[src/rtl/bit_placement_8x16_seq_if.sv]
// ---------------------------------------------------------------------------
// bit_placement_8x16_seq_if
// Fragment-in / word-out bundle for bit_placement_8x16_seq.
//
// Upstream fragment side:
//   i_valid, i_data_bus[DATA_WIDTH/2], i_cmd[COMMAND_WIDTH], i_last, i_en
//   o_ready   : block can take a fragment
// Downstream word side:
//   o_valid, o_data_bus[DATA_WIDTH], o_mask[DATA_WIDTH], o_overlap
//   i_ready   : downstream takes the word
//
// modport slave  : the placement block
// modport master : the environment driving fragments and consuming words
// ---------------------------------------------------------------------------
interface bit_placement_8x16_seq_if #(
    parameter int DATA_WIDTH    = 16,
    parameter int COMMAND_WIDTH = $clog2(DATA_WIDTH) - 1
);
    logic                    i_valid;
    logic [DATA_WIDTH/2-1:0] i_data_bus;
    logic [COMMAND_WIDTH-1:0] i_cmd;
    logic                    i_last;
    logic                    i_en;
    logic                    o_ready;
    logic                    o_valid;
    logic [DATA_WIDTH-1:0]   o_data_bus;
    logic [DATA_WIDTH-1:0]   o_mask;
    logic                    i_ready;
    logic                    o_overlap;

    modport slave (
        input  i_valid, i_data_bus, i_cmd, i_last, i_en, i_ready,
        output o_ready, o_valid, o_data_bus, o_mask, o_overlap
    );

    modport master (
        output i_valid, i_data_bus, i_cmd, i_last, i_en, i_ready,
        input  o_ready, o_valid, o_data_bus, o_mask, o_overlap
    );
endinterface

[src/rtl/bit_placement_8x16_seq.sv]
// ---------------------------------------------------------------------------
// bit_placement_8x16_seq
// Sequential inverse of the 16->8 contiguous bit selector. Each accepted
// 8-bit fragment is written into a 16-bit window at bit offset cmd+1; when
// the fragment flagged last is accepted the assembled word and the mask of
// written bits are presented until the downstream handshake.
//
// Ports:
//   clk    : clock, rising edge
//   rst_n  : asynchronous active-low reset
//   bus    : bit_placement_8x16_seq_if.slave (fragment in, word out)
//
// Build option:
//   BIT_PLACEMENT_OVERLAP_CHECK_EN - when defined, o_overlap is a sticky flag
//   set by any fragment landing on already-written bits and cleared on the
//   word handshake. When undefined, o_overlap is tied low and no detection
//   logic exists. Data behaviour is the same in both builds.
//
// Only DATA_WIDTH=16 / COMMAND_WIDTH=3 is supported.
// ---------------------------------------------------------------------------
module bit_placement_8x16_seq #(
    parameter int DATA_WIDTH    = 16,
    parameter int COMMAND_WIDTH = $clog2(DATA_WIDTH) - 1
) (
    input  logic                         clk,
    input  logic                         rst_n,
    bit_placement_8x16_seq_if.slave      bus
);
    localparam int HALF_WIDTH = DATA_WIDTH / 2;
    localparam int OFF_WIDTH  = COMMAND_WIDTH + 1;

    typedef enum logic [1:0] {
        ST_IDLE  = 2'd0,
        ST_ACCUM = 2'd1,
        ST_HOLD  = 2'd2
    } state_t;

    state_t                state_q, state_d;
    logic [DATA_WIDTH-1:0] acc_q,   acc_d;
    logic [DATA_WIDTH-1:0] mask_q,  mask_d;

    logic                  hold;
    logic                  accept;
    logic [OFF_WIDTH-1:0]  off;

    assign hold   = (state_q == ST_HOLD);
    // Ready depends on state only, so downstream i_ready never reaches o_ready.
    assign accept = bus.i_valid & bus.i_en & ~hold;
    // Offset range is 1..8; the extra bit keeps cmd=7 from wrapping.
    assign off    = OFF_WIDTH'(bus.i_cmd) + OFF_WIDTH'(1);

`ifdef BIT_PLACEMENT_OVERLAP_CHECK_EN
    logic overlap_q, overlap_d;
    logic overlap_hit;

    // Any previously written bit under the incoming window counts as overlap.
    assign overlap_hit = |mask_q[off +: HALF_WIDTH];

    always_comb begin
        overlap_d = overlap_q;
        if (hold) begin
            if (bus.i_ready) begin
                overlap_d = 1'b0;
            end
        end else if (accept && overlap_hit) begin
            overlap_d = 1'b1;
        end
    end

    always_ff @(posedge clk or negedge rst_n) begin
        if (!rst_n) begin
            overlap_q <= 1'b0;
        end else begin
            overlap_q <= overlap_d;
        end
    end

    assign bus.o_overlap = overlap_q;
`else
    assign bus.o_overlap = 1'b0;
`endif

    // Next-state and accumulation; later fragments overwrite earlier bits.
    always_comb begin
        state_d = state_q;
        acc_d   = acc_q;
        mask_d  = mask_q;
        case (state_q)
            ST_IDLE, ST_ACCUM: begin
                if (accept) begin
                    acc_d[off +: HALF_WIDTH]  = bus.i_data_bus;
                    mask_d[off +: HALF_WIDTH] = '1;
                    state_d = bus.i_last ? ST_HOLD : ST_ACCUM;
                end
            end
            ST_HOLD: begin
                if (bus.i_ready) begin
                    state_d = ST_IDLE;
                    acc_d   = '0;
                    mask_d  = '0;
                end
            end
            default: begin
                state_d = ST_IDLE;
                acc_d   = '0;
                mask_d  = '0;
            end
        endcase
    end

    always_ff @(posedge clk or negedge rst_n) begin
        if (!rst_n) begin
            state_q <= ST_IDLE;
            acc_q   <= '0;
            mask_q  <= '0;
        end else begin
            state_q <= state_d;
            acc_q   <= acc_d;
            mask_q  <= mask_d;
        end
    end

    assign bus.o_ready = ~hold;
    assign bus.o_valid = hold;

    // Word and mask read as zero whenever no word is being presented.
    generate
        for (genvar gi = 0; gi < DATA_WIDTH; gi++) begin : g_out
            assign bus.o_data_bus[gi] = acc_q[gi]  & hold;
            assign bus.o_mask[gi]     = mask_q[gi] & hold;
        end
    endgenerate

endmodule

[src/flat_wrapper.sv]
// flat-port wrapper written by rule: the top's interface ports become plain ports
module bit_placement_8x16_seq_flat 
#(
    parameter int DATA_WIDTH    = 16,
    parameter int COMMAND_WIDTH = $clog2(DATA_WIDTH) - 1
)
  (clk, rst_n, bus_i_valid, bus_i_data_bus, bus_i_cmd, bus_i_last, bus_i_en, bus_i_ready, bus_o_ready, bus_o_valid, bus_o_data_bus, bus_o_mask, bus_o_overlap);
  bit_placement_8x16_seq_if #(.DATA_WIDTH(DATA_WIDTH), .COMMAND_WIDTH(COMMAND_WIDTH)) bus_i ();
  input  logic clk;
  input  logic rst_n;
  input wire logic [$bits(bus_i.i_valid)-1:0] bus_i_valid;
  input wire logic [$bits(bus_i.i_data_bus)-1:0] bus_i_data_bus;
  input wire logic [$bits(bus_i.i_cmd)-1:0] bus_i_cmd;
  input wire logic [$bits(bus_i.i_last)-1:0] bus_i_last;
  input wire logic [$bits(bus_i.i_en)-1:0] bus_i_en;
  input wire logic [$bits(bus_i.i_ready)-1:0] bus_i_ready;
  output wire logic [$bits(bus_i.o_ready)-1:0] bus_o_ready;
  output wire logic [$bits(bus_i.o_valid)-1:0] bus_o_valid;
  output wire logic [$bits(bus_i.o_data_bus)-1:0] bus_o_data_bus;
  output wire logic [$bits(bus_i.o_mask)-1:0] bus_o_mask;
  output wire logic [$bits(bus_i.o_overlap)-1:0] bus_o_overlap;
  assign bus_i.i_valid = bus_i_valid;
  assign bus_i.i_data_bus = bus_i_data_bus;
  assign bus_i.i_cmd = bus_i_cmd;
  assign bus_i.i_last = bus_i_last;
  assign bus_i.i_en = bus_i_en;
  assign bus_i.i_ready = bus_i_ready;
  assign bus_o_ready = bus_i.o_ready;
  assign bus_o_valid = bus_i.o_valid;
  assign bus_o_data_bus = bus_i.o_data_bus;
  assign bus_o_mask = bus_i.o_mask;
  assign bus_o_overlap = bus_i.o_overlap;
  bit_placement_8x16_seq #(.DATA_WIDTH(DATA_WIDTH), .COMMAND_WIDTH(COMMAND_WIDTH)) u_core (.clk(clk), .rst_n(rst_n), .bus(bus_i));
endmodule
[config.mk]
export PLATFORM = sky130hd
export DESIGN_NAME = bit_placement_8x16_seq_flat
export DESIGN_NICKNAME = d
export VERILOG_FILES = /design/src/rtl/bit_placement_8x16_seq_if.sv /design/src/rtl/bit_placement_8x16_seq.sv /design/src/flat_wrapper.sv
export SDC_FILE = /design/constraint.sdc
export NUM_CORES = 1
export LEC_CHECK = 0
export CORE_UTILIZATION = 45
export CTS_BUF_LIST = sky130_fd_sc_hd__clkbuf_8
export DETAILED_ROUTE_END_ITERATION = 10
export PLACE_DENSITY = 0.79
export SETUP_SLACK_MARGIN = 0.02
export SLEW_MARGIN = 40
export SYNTH_ARGS = -nofsm -noshare
export SYNTH_HDL_FRONTEND = slang
export SYNTH_SLANG_ARGS = --single-unit
[constraint.sdc]
create_clock -name clk -period 1.4 [get_ports clk]
set_clock_uncertainty 0.1 [all_clocks]
set_input_delay 0.14 -clock clk [delete_from_list [all_inputs] [get_ports clk]]
set_output_delay 0.14 -clock clk [all_outputs]
set_load 0.01 [all_outputs]
# Word-level counts from Yosys, hierarchy flattened
# Index checks and enable logic that the tools add are counted.
[classes] shift=3 n_reduce_logical=3 div=0 n_addsub=2 n_bitwise=35 eq_ne=4 order_cmp=0 n_mul=0 muxes=11
[op_table] op="case mux 16 bit (2 select lines)" n=2
[op_table] op="two-way mux 16 bit" n=3
[op_table] op="AND 1 bit" n=34
[op_table] op="bitwise mux 16 bit" n=2
[op_table] op="variable shift 8 x 6 -> 16 bit (first input constant)" n=1
[op_table] op="indexed part select 8 x 6 -> 16 bit" n=1
[op_table] op="indexed part select 8 x 6 -> 16 bit (first input constant)" n=1
[op_table] op="two-way mux 2 bit" n=3
[op_table] op="negator 4 -> 6 bit" n=1
[op_table] op="adder 3 x 1 -> 4 bit (second input constant)" n=1
[op_table] op="case mux 2 bit (2 select lines)" n=1
[op_table] op="equality test 2 x 1 -> 1 bit (second input constant)" n=1
[op_table] op="equality test 2 bit (second input constant)" n=1
[op_table] op="zero test 2 bit" n=1
[op_table] op="inequality test 2 x 1 -> 1 bit (second input constant)" n=1
[op_table] op="inequality test 2 bit (second input constant)" n=1
[op_table] op="AND reduction 2 bit" n=1
[op_table] op="OR reduction 2 bit" n=1
[op_table] op="NOT 1 bit" n=1
[word_totals] n_memories=0 romBits=0 ram_bits=0 output_inout_bits=35 reg_bits=34 inputBits=17 wordCells=61 latch_bits=0

# Logic depth before layout (Yosys ltp)
[depth] word_depth=6 mapped_depth=6 mapped_depth_nobuf=4

# Least setup slack after synthesis
# No wires, ideal clock.
[synth_path] path_type="flip-flop to output port" from="reg u_core.state_q[0]" to="out bus_o_data_bus[1]" path_buffers=1 t_arrival_ns=1.283 required_ns=1.160 path_stages_with_launch=5 setup_slack_ns=-0.123 path_cell_list="dfrtp_1 nand2b_1 inv_1 clkbuf_1 and2_1"
[synth_between] elab_chain_len=2
[synth_lines] element="start, declared" line_no="bit_placement_8x16_seq.sv:38" source="state_t state_q, state_d;"
[synth_lines] element="start signal, assigned" line_no="bit_placement_8x16_seq.sv:117" source="state_q <= state_d;"
[synth_lines] element="equality test 2 bit" line_no="bit_placement_8x16_seq.sv:46" source="assign hold = (state_q == ST_HOLD);"
[synth_lines] element="via bus_o_valid" line_no="flat_wrapper.sv:18" source="output wire logic [$bits(bus_i.o_valid)-1:0] bus_o_valid;"
[synth_lines] element="AND 1 bit" line_no="bit_placement_8x16_seq.sv:129" source="assign bus.o_data_bus[gi] = acc_q[gi] & hold;"
[synth_lines] element="end, declared" line_no="flat_wrapper.sv:19" source="output wire logic [$bits(bus_i.o_data_bus)-1:0] bus_o_data_bus;"
# The timed path passes the listed nets, and every way through them passes these cells.

# Worst setup path after layout
[layout_path] from="reg u_core.state_q[1]" to="reg u_core.acc_q[9]"
[layout_between] elab_chain_len=5 elab_cells_between_ends=10 cone_classes="eq/ne (4); mux (1); bitwise (2); reduce/logical (3)"
[layout_lines] element="equality test 2 bit" line_no="bit_placement_8x16_seq.sv:46, bit_placement_8x16_seq.sv:88"
[layout_lines] element="NOT 1 bit" line_no="bit_placement_8x16_seq.sv:48" source="assign accept = bus.i_valid & bus.i_en & ~hold;"
[layout_lines] element="AND 1 bit" line_no="bit_placement_8x16_seq.sv:48"
[layout_lines] element="inequality test 2 x 1 -> 1 bit (no line)"
[layout_lines] element="AND reduction 2 bit (no line)"
[layout_lines] element="end signal, assigned" line_no="bit_placement_8x16_seq.sv:114" source="acc_q <= '0;"
[layout_lines] element="end signal, assigned" line_no="bit_placement_8x16_seq.sv:118" source="acc_q <= acc_d;"
[layout_lines] element="end, declared" line_no="bit_placement_8x16_seq.sv:39" source="logic [DATA_WIDTH-1:0] acc_q, acc_d;"
# Several ways; a longest one is shown, not always the timed one.
# A chain may end at the register's enable or synchronous reset.

==> summary.txt <==
Clock network
  – Total CTS buffers: 5
  – Cts hold-fix bufs: 0
  – CTS Sinks: 32
  – Root buffer cell: clkbuf_8
  – Skew-Pair Late Insertion Delay: between 0.2 and 0.3 ns
  – Clock Tree Buf Depth: 2
  – Reg clk slew, reported paths: about 0.070 ns
  – H-tree lvl count: 2
  – CTS tree: built

Layout
  – Most common cell after layout, fill and taps aside: buf_6
  – Area growth from synthesis to layout: 73.14%
  – Final std cells w/o fill: approximately 350
  – Final net count: 319
  – Design Area, Final: approximately 0.0033 mm2
  – Diodes inserted: 0
  – Final core occ: between 80% and 90%
  – Layout cell share with drive strength beyond 1: between 50 and 60%
  – Most frequent cells in the layout: buf_6 (40), dfrtp_1 (31), buf_4 (30)

Worst setup path
  – Worst Path Max Fanout: 4
  – CP endpoint kind: flop
  – Worst EP required: 1.48 ns
  – CP arrival: between 1.5 and 2 ns
  – Startpoint types: flop
  – CP Class: reg -> reg

Yosys
  – Synthesized instance count: between 200 and 250
  – Synth unique cells: 38
  – Synthesized cell area: between 0.0015 and 0.002 mm2
  – Synth area leaders: dfrtp_1 (43%), and2_1 (9.6%), o21ai_0 (7.2%)
  – Sequential area share after synthesis: between 40% and 50%
  – Synthesized area per cell: a little under 9 um2
  – Flops & latches, synth: 32
  – Share of synthesized registers carrying an async set or reset: 100.0%
  – Ys Warns: 0
  – Synth area leader: dfrtp_1
  – Number of synthesized flops with an enable pin: 0
  – Yosys top cell area share: a little over two fifths
  – Synth Flop Type: dfrtp_1

Route
  – # DRC: 0
  – Routed Antenna Nets: 0
  – Iteration-0 DRC Markers: slightly below 200
  – Pre-Repair DR Iteration Count: 5
  – Routed len/inst: around 19 um
  – DRT Wirelength: roughly 6800 um
  – Via density: about 6.0
  – Via count: ~2100

Global routing
  – Grt ovf: 0
  – First-pass GRT wire length: between 9000 and 10000 um
  – Number of global-route vias before repair: 1960
  – Largest net degree at the start of global routing: 33
  – Initial antenna violation count: 0
  – GRT Total Usage: between 20% and 30%

Placement
  – Buffers on Ports: 48
  – Global placer's final weighted congestion: around 0.87
  – Placed cell area: roughly 0.0027 mm2
  – Placed insts: roughly 340
  – Post-DP HPWL: between 3000 and 4000 um

Timing
  – Max Fclk: 604.0 MHz
  – Fin crit period: 1.656 ns
  – Final Hold Vio Count: 0
  – Setup violations, final: between 50 and 60
  – Final setup TNS: -10.76 ns
  – Final Max Tran Viols: 0
  – Setup slack after layout: -0.2557 ns
  – Fin crit share: 118.3%
  – RSZ-0062 raised after global routing: true

Power
  – Power Total: between 3 and 4 mW
  – Leak pwr: ~1.5 nW
  – VDD IR-drop max: just under 0.7 mV
  – PwrDens: approximately 960 mW/mm2

Die
  – Starting Density: around 47%
  – Row count: 23
  – Core ar.: around 0.0040 mm2
  – Num ports: 52
  – Die H: about 67 um
  – Die ar.: approximately 0.0044 mm2
  – Chip width: approximately 67 um

Outcome
  – Failing checks: setup timing
  – Status: finished, violations left

Flow run
  – Maxcap violations: 0

Worst hold path
  – Worst hold path class: in -> async
through the flow:
stage          setup slack (ns)  hold WS (ns)
3_5_place_dp            -0.4030        0.3622
3_3_place_gp            -0.3267        0.3589
4_1_cts                 -0.2273        0.1216
2_1_floorplan          -0.05653       -0.2556
6_report                -0.2557        0.1033
5_1_grt                 -0.2908        0.1306
worst paths after layout:
kind / cells after the start / from / slack [ns] / endpoint
setup / recovery: 6 / u_core.state_q[1] / -0.26 / u_core.acc_q[9]
hold / removal: 2 / rst_n / 0.10 / u_core.acc_q[12]
setup reg to reg: 6 / u_core.state_q[1] / -0.26 / u_core.acc_q[9]
hold reg to reg: 1 / u_core.mask_q[8] / 0.39 / u_core.mask_q[8]
max in group asynchronous: 2 / rst_n / 0.90 / u_core.state_q[1]
min in group clk: 3 / bus_i_last / 0.35 / u_core.state_q[1]
report_power, final:
group          total (mW)  switching [mW]  internal, mW
logic                1.17           0.557         0.616
registers            1.27           0.150          1.12
clock network       0.680           0.349         0.330
total                3.12            1.06          2.07
worst max-delay path: stages, from the launching register on:
cell	delay, ns
dfrtp_2	0.45
buf_6	0.14
and3b_2	0.31
buf_6	0.15
o22ai_4	0.08
buf_6	0.12
a22o_1	0.19
repair_timing:
item | in CTS | in global routing
pin swaps | 20 | 19
endpoints found under the setup margin | 55 | 58
gates cloned | 2 | 3
buffers inserted | 3 | 2
gates resized for setup | 182 | 81
flip-flops by register name, summed over array words and instances (netlist names):
register / cells
u_core.mask_q: 15
u_core.acc_q: 15
u_core.state_q: 2
layout make-up:
| class | instances | area, um2 |
|---|---|---|
| multi-input cells | 160 | 1246 |
| repair buffers | 98 | 1039 |
| flip-flops and latches | 32 | 802.0 |
| fillers | 219 | 742.0 |
| clock buffers | 5 | 68.82 |
| well taps | 50 | 62.56 |
| inverters | 5 | 31.28 |
| clock inverters | 2 | 8.758 |
kinds of logic (layout without fill, tap and decap cells):
family,Yosys count,after routing,share of synthesized area [%]
compound gates,58,58,18.42
other cells,1,3,0.1993
buf+inv,23,110,6.715
flops,32,32,42.55
simple gates,83,83,23.34
mux,16,16,8.777
synthesized netlist by cell type (2+ instances only):
cell type  instances
nand4b_1           2
o221ai_1           2
mux2i_1           12
o21ai_0           27
inv_1              5
mux2_2             4
nor3_1             3
buf_4              4
dfrtp_1           32
buf_2              7
nand3_1            2
nand2_1           21
o211ai_1           2
clkbuf_1           4
a21oi_1            9
and3b_1            2
o21a_1             3
a31oi_1            4
and2_1            29
nor2_1            15
o21ai_1            2
buf_6              2
nor2b_1            4
a21o_1             2
per-layer routing:
metal | up-vias | global-route usage [%] | share of wire (%)
met4 | 0 | 13.56 | 3.3
met1 | 1023 | 35.62 | 37
met3 | 34 | 5.308 | 7.8
met2 | 139 | 47.98 | 51
met5 | - | 0 | 0
li1 | 912 | - | -
(Power assumes the default switching activity.)
